<file path="config.mk">
export PLATFORM = sky130hd
export DESIGN_NAME = enigma_tx_framer
export DESIGN_NICKNAME = d
export VERILOG_FILES = /design/src/rtl/enigma_pkg.sv /design/src/rtl/uart_tx_core.sv /design/src/rtl/enigma_tx_framer.sv
export SDC_FILE = /design/constraint.sdc
export NUM_CORES = 1
export LEC_CHECK = 0
export CORE_ASPECT_RATIO = 1.25
export CORE_MARGIN = 1
export CORE_UTILIZATION = 25
export DETAILED_ROUTE_END_ITERATION = 10
export SETUP_SLACK_MARGIN = 0.1
export SLEW_MARGIN = 15
export SYNTH_ARGS = -nofsm -noshare
export SYNTH_HDL_FRONTEND = slang
export SYNTH_SLANG_ARGS = --single-unit
</file>
<file path="constraint.sdc">
create_clock -name i_clock -period 3.1 [get_ports i_clock]
set_clock_uncertainty 0.15 [all_clocks]
set_input_delay 0.62 -clock i_clock [delete_from_list [all_inputs] [get_ports i_clock]]
set_output_delay 0.62 -clock i_clock [all_outputs]
set_load 0.005 [all_outputs]
</file>
<file path="src/rtl/enigma_pkg.sv">
// Shared constants and state encoding for the Enigma output-side framer.
package enigma_pkg;

    localparam logic [7:0] ASCII_SPACE = 8'h20;
    localparam logic [7:0] ASCII_CR    = 8'h0D;
    localparam logic [7:0] ASCII_LF    = 8'h0A;

    // Start bit + 8 data bits + stop bit.
    localparam int UART_FRAME_BITS = 10;

    typedef enum logic [2:0] {
        ST_IDLE,
        ST_LOAD,
        ST_START,
        ST_DATA,
        ST_STOP
    } framer_state_t;

endpackage

</file>
<file path="src/rtl/uart_tx_core.sv">
// 8N1 serialiser: baud counter, bit index and shift register; o_tx is registered.
module uart_tx_core
    import enigma_pkg::*;
#(
    parameter int CLKS_PER_BIT = 217
) (
    input  logic       i_clock,
    input  logic       reset,
    input  logic       i_start,
    input  logic [7:0] i_byte,
    output logic       o_tx,
    output logic       o_done,
    output logic       o_bit_end,
    output logic [3:0] o_bit_idx
);

    localparam int             CW       = (CLKS_PER_BIT > 1) ? $clog2(CLKS_PER_BIT) : 1;
    localparam logic [CW-1:0]  CNT_LAST = CW'(CLKS_PER_BIT - 1);
    localparam logic [3:0]     LAST_BIT = 4'(UART_FRAME_BITS - 1);

    logic          busy;
    logic [CW-1:0] baud_cnt;
    logic [3:0]    bit_idx;
    logic [8:0]    shreg;
    logic          tx;

    assign o_bit_end = busy && (baud_cnt == CNT_LAST);
    assign o_done    = o_bit_end && (bit_idx == LAST_BIT);
    assign o_bit_idx = bit_idx;
    assign o_tx      = tx;

    // Bit index 0 is the start bit, 1..8 the data bits, 9 the stop bit;
    // the stop bit is shifted in behind the data so it falls out naturally.
    always_ff @(posedge i_clock or posedge reset) begin
        if (reset) begin
            busy     <= 1'b0;
            baud_cnt <= '0;
            bit_idx  <= '0;
            shreg    <= '1;
            tx       <= 1'b1;
        end else if (i_start && !busy) begin
            busy     <= 1'b1;
            baud_cnt <= '0;
            bit_idx  <= '0;
            shreg    <= {1'b1, i_byte};
            tx       <= 1'b0;
        end else if (busy) begin
            if (baud_cnt == CNT_LAST) begin
                baud_cnt <= '0;
                if (bit_idx == LAST_BIT) begin
                    busy <= 1'b0;
                    tx   <= 1'b1;
                end else begin
                    tx      <= shreg[0];
                    shreg   <= {1'b1, shreg[8:1]};
                    bit_idx <= bit_idx + 4'd1;
                end
            end else begin
                baud_cnt <= baud_cnt + CW'(1);
            end
        end
    end

endmodule

</file>
<file path="src/rtl/enigma_tx_framer.sv">
// Buffers cipher bytes, groups them into 5-letter blocks with spaces,
// appends CR LF on flush and sends the stream as 8N1 UART.
module enigma_tx_framer
    import enigma_pkg::*;
#(
    parameter int CLKS_PER_BIT = 217,
    parameter int FIFO_DEPTH   = 16,
    parameter int GROUP_LEN    = 5
) (
    input  logic       i_clock,
    input  logic       reset,
    input  logic [7:0] i_data,
    input  logic       i_valid,
    input  logic       i_flush,
    output logic       o_tx,
    output logic       o_busy,
    output logic       o_full,
    output logic       o_overflow
);

    localparam int            AW         = $clog2(FIFO_DEPTH);
    localparam int            GW         = $clog2(GROUP_LEN + 1);
    localparam logic [AW:0]   DEPTH      = (AW + 1)'(FIFO_DEPTH);
    localparam logic [GW-1:0] GROUP_LAST = GW'(GROUP_LEN);

    logic [7:0]    mem [FIFO_DEPTH];
    logic [AW-1:0] wr_ptr;
    logic [AW-1:0] rd_ptr;
    logic [AW:0]   count;
    logic [GW-1:0] grp_cnt;
    logic [GW-1:0] grp_next;
    logic          flush_flag;
    logic          cr_sent;
    logic          cr_next;
    logic          lf_load;
    logic          fifo_empty;
    logic          push;
    logic          pop;
    logic          load;
    logic          more_work;
    logic [7:0]    sel_byte;

    framer_state_t state;
    framer_state_t state_next;

    logic       tx_done;
    logic       tx_bit_end;
    logic [3:0] tx_bit_idx;

    assign fifo_empty = (count == '0);
    assign o_full     = (count == DEPTH);
    assign push       = i_valid && !o_full;
    assign load       = (state == ST_LOAD);
    assign more_work  = !fifo_empty || push || flush_flag || i_flush;
    assign o_busy     = !fifo_empty || flush_flag || (state != ST_IDLE);

    // Byte selection in LOAD: pending space, then buffered data, then CR/LF.
    always_comb begin
        sel_byte = '0;
        pop      = 1'b0;
        grp_next = grp_cnt;
        cr_next  = cr_sent;
        lf_load  = 1'b0;
        if (load) begin
            if (!fifo_empty && grp_cnt == GROUP_LAST) begin
                sel_byte = ASCII_SPACE;
                grp_next = '0;
            end else if (!fifo_empty) begin
                sel_byte = mem[rd_ptr];
                pop      = 1'b1;
                grp_next = grp_cnt + GW'(1);
            end else if (flush_flag) begin
                grp_next = '0;
                if (!cr_sent) begin
                    sel_byte = ASCII_CR;
                    cr_next  = 1'b1;
                end else begin
                    sel_byte = ASCII_LF;
                    cr_next  = 1'b0;
                    lf_load  = 1'b1;
                end
            end
        end
    end

    always_comb begin
        state_next = state;
        unique case (state)
            ST_IDLE:  if (more_work) state_next = ST_LOAD;
            ST_LOAD:  state_next = ST_START;
            ST_START: if (tx_bit_end && tx_bit_idx == 4'd0) state_next = ST_DATA;
            ST_DATA:  if (tx_bit_end && tx_bit_idx == 4'd8) state_next = ST_STOP;
            ST_STOP:  if (tx_done) state_next = more_work ? ST_LOAD : ST_IDLE;
            default:  state_next = ST_IDLE;
        endcase
    end

    always_ff @(posedge i_clock or posedge reset) begin
        if (reset) begin
            state      <= ST_IDLE;
            wr_ptr     <= '0;
            rd_ptr     <= '0;
            count      <= '0;
            grp_cnt    <= '0;
            cr_sent    <= 1'b0;
            flush_flag <= 1'b0;
            o_overflow <= 1'b0;
        end else begin
            state   <= state_next;
            grp_cnt <= grp_next;
            cr_sent <= cr_next;
            if (push) wr_ptr <= wr_ptr + AW'(1);
            if (pop)  rd_ptr <= rd_ptr + AW'(1);
            unique case ({push, pop})
                2'b10:   count <= count + (AW + 1)'(1);
                2'b01:   count <= count - (AW + 1)'(1);
                default: count <= count;
            endcase
            if (lf_load)      flush_flag <= 1'b0;
            else if (i_flush) flush_flag <= 1'b1;
            if (i_valid && o_full) o_overflow <= 1'b1;
        end
    end

    always_ff @(posedge i_clock) begin
        if (push) mem[wr_ptr] <= i_data;
    end

    uart_tx_core #(
        .CLKS_PER_BIT(CLKS_PER_BIT)
    ) u_uart_tx_core (
        .i_clock  (i_clock),
        .reset    (reset),
        .i_start  (load),
        .i_byte   (sel_byte),
        .o_tx     (o_tx),
        .o_done   (tx_done),
        .o_bit_end(tx_bit_end),
        .o_bit_idx(tx_bit_idx)
    );

endmodule

</file>
==> results.ini, run 1 <==
[setup_path]
cp-endpoint = o_busy
startpoint = count[3]$_DFFE_PP0P_
reg2reg_to = count[4]$_DFFE_PP0P_
cp_max_fo = 7
r2r_slack_ns = 0.32
start_kind = register
arrival_ns = 2.16
r2r-start = count[3]$_DFFE_PP0P_
crit_required_ns = 2.33
end_kind = output pin
reg2reg_depth = 13
worstSetupPathType = register to output pin

[route]
wl_met2_mm = 7.57
num_vias = 4064
route.detailed.drc = 0
dr.pass1.iters = 6
ant_nets = 0
met3WireLength_um = 345
wl_met1_mm = 6.25
top_layer_used = met4
viasPerCell = 4.27
drt_iter0_markers = 272
avgRoutedWirePerCell_um = 15.1
wl_mm = 14.4

[grt]
grt_pass1_vias = 4100
grtUsageTotal_pct = 10.2
overflow = 0
antenna_found_initial = 0
grt_pass1_wl_mm = 23.1
grt_start_max_net_pins = 32

[die]
die_area_um2 = 30500
start_util_pct = 25.5
io-pin-count = 16
dieWidth_um = 156
num_rows = 70
dieHeight_um = 195
core_um2 = 29300

[synth]
ys_ff_latch = 172
synthCells = 501
yosys-top-cells-area = edfxtp_1 52%, dfrtp_1 12%, mux2i_1 4.8%
avgSynthCellArea_um2 = 14.9
synth_nets = 530
ys_seq_area_share_pct = 66.5
yosysWarnings = 0
synth_ff_type = edfxtp_1
synth_edf_count = 128
async_reset_ff_share_pct = 25.6
synth_top_area_cell = edfxtp_1
synth_top_area_share_pct = 51.6
synth_cell_types = 55
syn_area_um2 = 7450

[timing]
rsz0062_at_grt = yes
tns_ns = 0
slew_violations = 0
fin_crit_sh_pct = 94.5
finalSetupViolCount = 0
whs_ns = 0.311
min_period_ns = 2.93
tightest_slew_ns = 0.695
max_slew_margin_pct = 53.6
max_freq_mhz = 341
hold_viol_final = 0

[placement]
place_area_um2 = 8200
placed_cells = 917
gp_congestion = 0.735
hpwlAfterDp_mm = 9.92
numPortBuffers = 15

[power_and_ir_drop]
finalPower_mw = 5.58
leakage_nw = 3.03
power_density_nw_per_um2 = 632
peakVddDrop_v = 0.000335

[cts]
clock_latency_ns = 0.43
cts_sinks = 172
cts-htree-levels = 4
cts_buffers = 17
root_buffer = clkbuf_16
clk_pin_slew_worst_paths_ns = 0.07
cts_tree = built
clockBufferDepth = 2

[job]
maxCapViolCount = 0

[worst_hold_path]
min_from = o_overflow$_DFFE_PP0P_
hp-class = register to register

[run_status]
outcome = finished, final reports clean

[finish]
nets = 572
drive_gt1_share_pct = 17.8
instances_no_fill = 952
areaGrowthSynthToFinish_pct = 18.7
fin_area_um2 = 8840
antenna_cells = 0

## cells in the mapped netlist (2+ instances only)
cell	instances
edfxtp_1	128
mux2i_1	36
dfrtp_1	35
nor2_1	35
nand2_1	32
o21ai_0	19
inv_1	17
ha_1	16
a22oi_1	12
nand3_1	12
xnor2_1	12
a21oi_1	11
clkbuf_1	11
nor3_1	11
dfstp_2	9
mux4_1	9
mux4_2	9
nand4_1	8
buf_2	7
xor2_1	7
and2_1	4
buf_4	4
mux2_2	4
nor2b_1	4
a21o_1	3
a31o_2	3
a31oi_1	3
nand2b_1	3
nand3b_1	3
a221oi_1	2
a22o_1	2
and3_1	2
nand4b_1	2
o211ai_1	2
o21ai_1	2
o22ai_1	2
o31ai_1	2
## cell usage in the layout (no fill, tap or decap), drive strengths merged, types with 7 or more instances in the layout
master	count
a21oi	11
nor2	35
nor3	11
xor2	7
nand2	32
buf	34
xnor2	12
clkdlybuf4s50	15
mux2i	36
ha	16
dfrtp	35
dfstp	9
clkbuf	17
a22oi	12
inv	26
edfxtp	128
o21ai	21
nand3	12
mux4	18
nand4	8
## routing by layer
| layer | vias to the layer above | track usage, % |
|---|---|---|
| met5 | - | 0 |
| met4 | 0 | 4.21 |
| met3 | 18 | 2.17 |
| met2 | 50 | 17.9 |
| met1 | 2020 | 12.0 |
| li1 | 1976 | - |
## per-stage QoR
| stage | util [%] | setup slack [ns] |
|---|---|---|
| floorplan | - | 0.291 |
| global placement | 28.0 | 0.161 |
| detailed placement | 28.0 | 0.136 |
| CTS | 30.1 | 0.123 |
| global route | 30.2 | 0.0562 |
| finish | 30.2 | 0.171 |
## flip-flops by register name (all words and copies together), names as in the netlist
| signal | count |
|---|---|
| count | 5 |
| cr_sent | 1 |
| flush_flag | 1 |
| grp_cnt | 3 |
| mem | 128 |
| o_overflow | 1 |
| rd_ptr | 4 |
| state | 3 |
| u_uart_tx_core.baud_cnt | 8 |
| u_uart_tx_core.busy | 1 |
| u_uart_tx_core.o_bit_idx | 4 |
| u_uart_tx_core.o_tx | 1 |
| u_uart_tx_core.shreg | 8 |
| wr_ptr | 4 |
## timing repair
action,CTS,global route
setup buffers,1,2
endpoints found under the hold margin,0,0
setup endpoints to repair,1,2
gates resized for setup,2,2
hold buffers,0,0
pin swaps,0,1
## how the worst min path moves through the flow
stage	endpoint	slack, ns	cells past startpoint
5_1_grt	o_overflow$_DFFE_PP0P_	0.34	1
4_1_cts	o_overflow$_DFFE_PP0P_	0.32	1
3_3_place_gp	o_overflow$_DFFE_PP0P_	0.29	1
2_1_floorplan	o_overflow$_DFFE_PP0P_	0.30	1
3_5_place_dp	o_overflow$_DFFE_PP0P_	0.30	1
6_report	o_overflow$_DFFE_PP0P_	0.31	1
## kinds of logic (layout without fill, tap and decap cells)
logic type      Yosys count  after routing  synth area share (%)
xor+xnor                 19             19                  2.23
fa+ha+maj                17             17                  2.96
buf+inv                  43             98                  2.75
simple gates            122            122                  8.05
compound gates           70             70                  6.13
mux                      58             58                  11.3
flops                   172            172                  66.5
## power by group
group / total, mW / leakage, nW / switching, mW / internal, mW
registers: 2.82 / 1.66 / 0.107 / 2.71
logic: 0.646 / 1.07 / 0.371 / 0.274
clock network: 2.12 / 0.291 / 0.967 / 1.15
## worst max-delay path, cell delays in order (launching register included)
cell and delay (ns):
dfrtp_1 0.42, nor4_4 0.31, buf_4 0.17, nand2_1 0.06, buf_4 0.17, nor2_4 0.09
nand2_1 0.06, clkdlybuf4s50_1 0.44
## final cells by class
| type | instances | area (µm²) |
|---|---|---|
| timing repair buffer | 49 | 418 |
| tap | 396 | 495 |
| sequential | 172 | 4960 |
| multi-input combinational | 286 | 2310 |
| clock buffer | 17 | 425 |
| fill | 2924 | 20400 |
| clock inverter | 15 | 171 |
| inverter | 17 | 63.8 |
(Power assumes the default switching activity.)
==> run 2: changes to the inputs <==
--- a/config.mk
+++ b/config.mk
@@ -10,7 +10,6 @@
 export CORE_UTILIZATION = 25
 export DETAILED_ROUTE_END_ITERATION = 10
 export SETUP_SLACK_MARGIN = 0.1
-export SLEW_MARGIN = 15
 export SYNTH_ARGS = -nofsm -noshare
 export SYNTH_HDL_FRONTEND = slang
 export SYNTH_SLANG_ARGS = --single-unit
==> results of run 2 <==
The final DEF is identical to that of run 1; final timing and power are the same.
==> run 3: changes to the inputs <==
--- a/config.mk
+++ b/config.mk
@@ -8,6 +8,9 @@
 export CORE_ASPECT_RATIO = 1.25
 export CORE_MARGIN = 1
 export CORE_UTILIZATION = 25
+export CTS_BUF_LIST = sky130_fd_sc_hd__clkbuf_8
+export CTS_CLUSTER_DIAMETER = 30
+export CTS_CLUSTER_SIZE = 10
 export DETAILED_ROUTE_END_ITERATION = 10
 export SETUP_SLACK_MARGIN = 0.1
 export SYNTH_ARGS = -nofsm -noshare
==> results.ini, run 3 (synthesized netlist as in run 1, its figures left out) <==
[run_status]
outcome = finished, final reports clean

[job]
maxCapViolCount = 0  ; unchanged

[power_and_ir_drop]
power_density_nw_per_um2 = 584  ; -7.6%
leakage_nw = 2.95  ; -2.7%
peakVddDrop_v = 0.000235  ; -30%

[placement]
place_ws_ns = 0.136  ; unchanged
hpwlAfterDp_mm = 9.92  ; unchanged
numPortBuffers = 15  ; unchanged
gp_congestion = 0.735  ; unchanged
place_area_um2 = 8200  ; unchanged
placed_cells = 917  ; unchanged

[route]
met3WireLength_um = 370  ; +7.2%
wl_met2_mm = 7.63  ; +0.83%
drt_iter0_markers = 239  ; -12%
dr.pass1.iters = 4  ; -2
ant_nets = 0  ; unchanged
num_vias = 4066  ; +0.049%
wl_met1_mm = 6.12  ; -2.1%
avgRoutedWirePerCell_um = 15.1  ; -0.45%
top_layer_used = met4
route.detailed.drc = 0  ; unchanged
wl_mm = 14.3  ; -0.35%
viasPerCell = 4.27  ; about the same

[timing]
whs_ns = 0.319  ; +0.00794 ns
tightest_slew_ns = 0.685  ; -0.0100 ns
max_freq_mhz = 369  ; +8.2%
tns_ns = 0  ; unchanged
slew_violations = 0  ; unchanged
layout_setup_ws_ns = 0.391  ; +0.221 ns
max_slew_margin_pct = 54.3  ; +0.67 points
hold_viol_final = 0  ; unchanged
fin_crit_sh_pct = 87.4  ; -7.1 points
min_period_ns = 2.71  ; -0.221 ns
finalSetupViolCount = 0  ; unchanged
rsz0062_at_grt = no

[finish]
drive_gt1_share_pct = 18.0  ; +0.15 points
top_register = mem
final_cell_mix = 128 x edfxtp_1, 36 x mux2i_1, 34 x nor2_1, 34 x dfrtp_1, 33 x buf_4
areaGrowthSynthToFinish_pct = 16.3
antenna_cells = 0  ; unchanged
multiInputGateArea_um2 = 2310  ; unchanged
reg_top3 = mem x128, u_uart_tx_core.baud_cnt x8, u_uart_tx_core.shreg x8
ff_latch_area_um2 = 4960  ; unchanged
largest_register_ffs = 128  ; unchanged
n_fill_cell = 2955  ; +1.1%
nets = 573  ; +0.17%
instances_no_fill = 953  ; +0.11%
final_common_cell = edfxtp_1
fin_area_um2 = 8660  ; -2.0%

[die]
dieWidth_um = 156  ; unchanged
die_area_um2 = 30500  ; unchanged
start_util_pct = 25.5  ; unchanged
num_rows = 70  ; unchanged
dieHeight_um = 195  ; unchanged
io-pin-count = 16  ; unchanged
core_um2 = 29300  ; unchanged

[cts]
cts_buffers = 17  ; unchanged
cts_tree = built
clockBufferDepth = 2  ; unchanged
cts_sinks = 172  ; unchanged
clock_latency_ns = 0.47  ; +0.04 ns
root_buffer = clkbuf_8
cts-htree-levels = 4  ; unchanged
clk_pin_slew_worst_paths_ns = 0.10  ; +0.03 ns

[grt]
grt_start_max_net_pins = 32  ; unchanged
grt_pass1_vias = 4131  ; +0.76%
overflow = 0  ; unchanged
grtUsageTotal_pct = 10.2  ; +0.015 points
antenna_found_initial = 0  ; unchanged
grt_pass1_wl_mm = 23.2  ; +0.27%

[setup_path]
end_kind = register
worstSetupPathType = register to register
arrival_ns = 2.96  ; +0.80 ns
cp_max_fo = 4  ; -3
crit_required_ns = 3.35  ; +1.02 ns
start_kind = register

[worst_hold_path]
hp-class = register to register

## run 3: what timing repair did
item / CTS / global route
endpoints found under the setup margin: 1 / 2
pin swaps: 1 / 1
cloned: 0 / 0
hold buffers: 0 / 0
gates resized for setup: 4 / 2
setup buffers: 4 / 0
## run 3: cell type report
type	instances	share of cell area [%]
clock buffers	17	2.70
clock inverters	15	1.98
inverters	17	0.737
multi-input cells	286	26.7
flip-flops and latches	172	57.2
well taps	396	5.72
repair buffers	50	4.98
## run 3: report_power, final
part / internal (mW) / total (mW) / switching [mW]
clock: 0.681 / 1.58 / 0.900
sequential: 2.71 / 2.81 / 0.104
combinational: 0.285 / 0.662 / 0.377
## run 3: through the flow
stage / power [mW] / util (%)
2_1_floorplan: 3.22 / -
3_3_place_gp: 3.47 / 28.0
3_5_place_dp: 3.49 / 28.0
4_1_cts: 5.12 / 29.6
5_1_grt: 5.30 / 29.6
6_report: 5.05 / 29.6
## run 3: final timing paths
check	start	endpoint	slack (ns)	cells after the start
max	count[0]$_DFFE_PP0P_	count[4]$_DFFE_PP0P_	0.39	12
min	o_overflow$_DFFE_PP0P_	o_overflow$_DFFE_PP0P_	0.32	1
max reg2reg	count[0]$_DFFE_PP0P_	count[4]$_DFFE_PP0P_	0.39	12
min reg2reg	o_overflow$_DFFE_PP0P_	o_overflow$_DFFE_PP0P_	0.32	1
max in group asynchronous	reset	u_uart_tx_core.shreg[6]$_DFFE_PP1P_	1.69	3
min in group asynchronous	reset	count[3]$_DFFE_PP0P_	0.41	2
## run 3: worst max-delay path, stage by stage, from the launching register on
cell and delay (ns):
dfrtp_1 0.42, nor4_4 0.32, buf_4 0.16, nand2_1 0.07
nand3_1 0.11, inv_1 0.09, ha_1 0.25, ha_1 0.33
nor2b_1 0.14, o21ai_0 0.19, a21oi_1 0.11, nor3_2 0.17
xnor2_1 0.13
## run 3: per-layer routing
metal,global-route usage [%],vias up
met3,2.13,15
met5,0,-
met1,11.8,2027
met2,18.3,46
li1,-,1978
met4,3.89,0
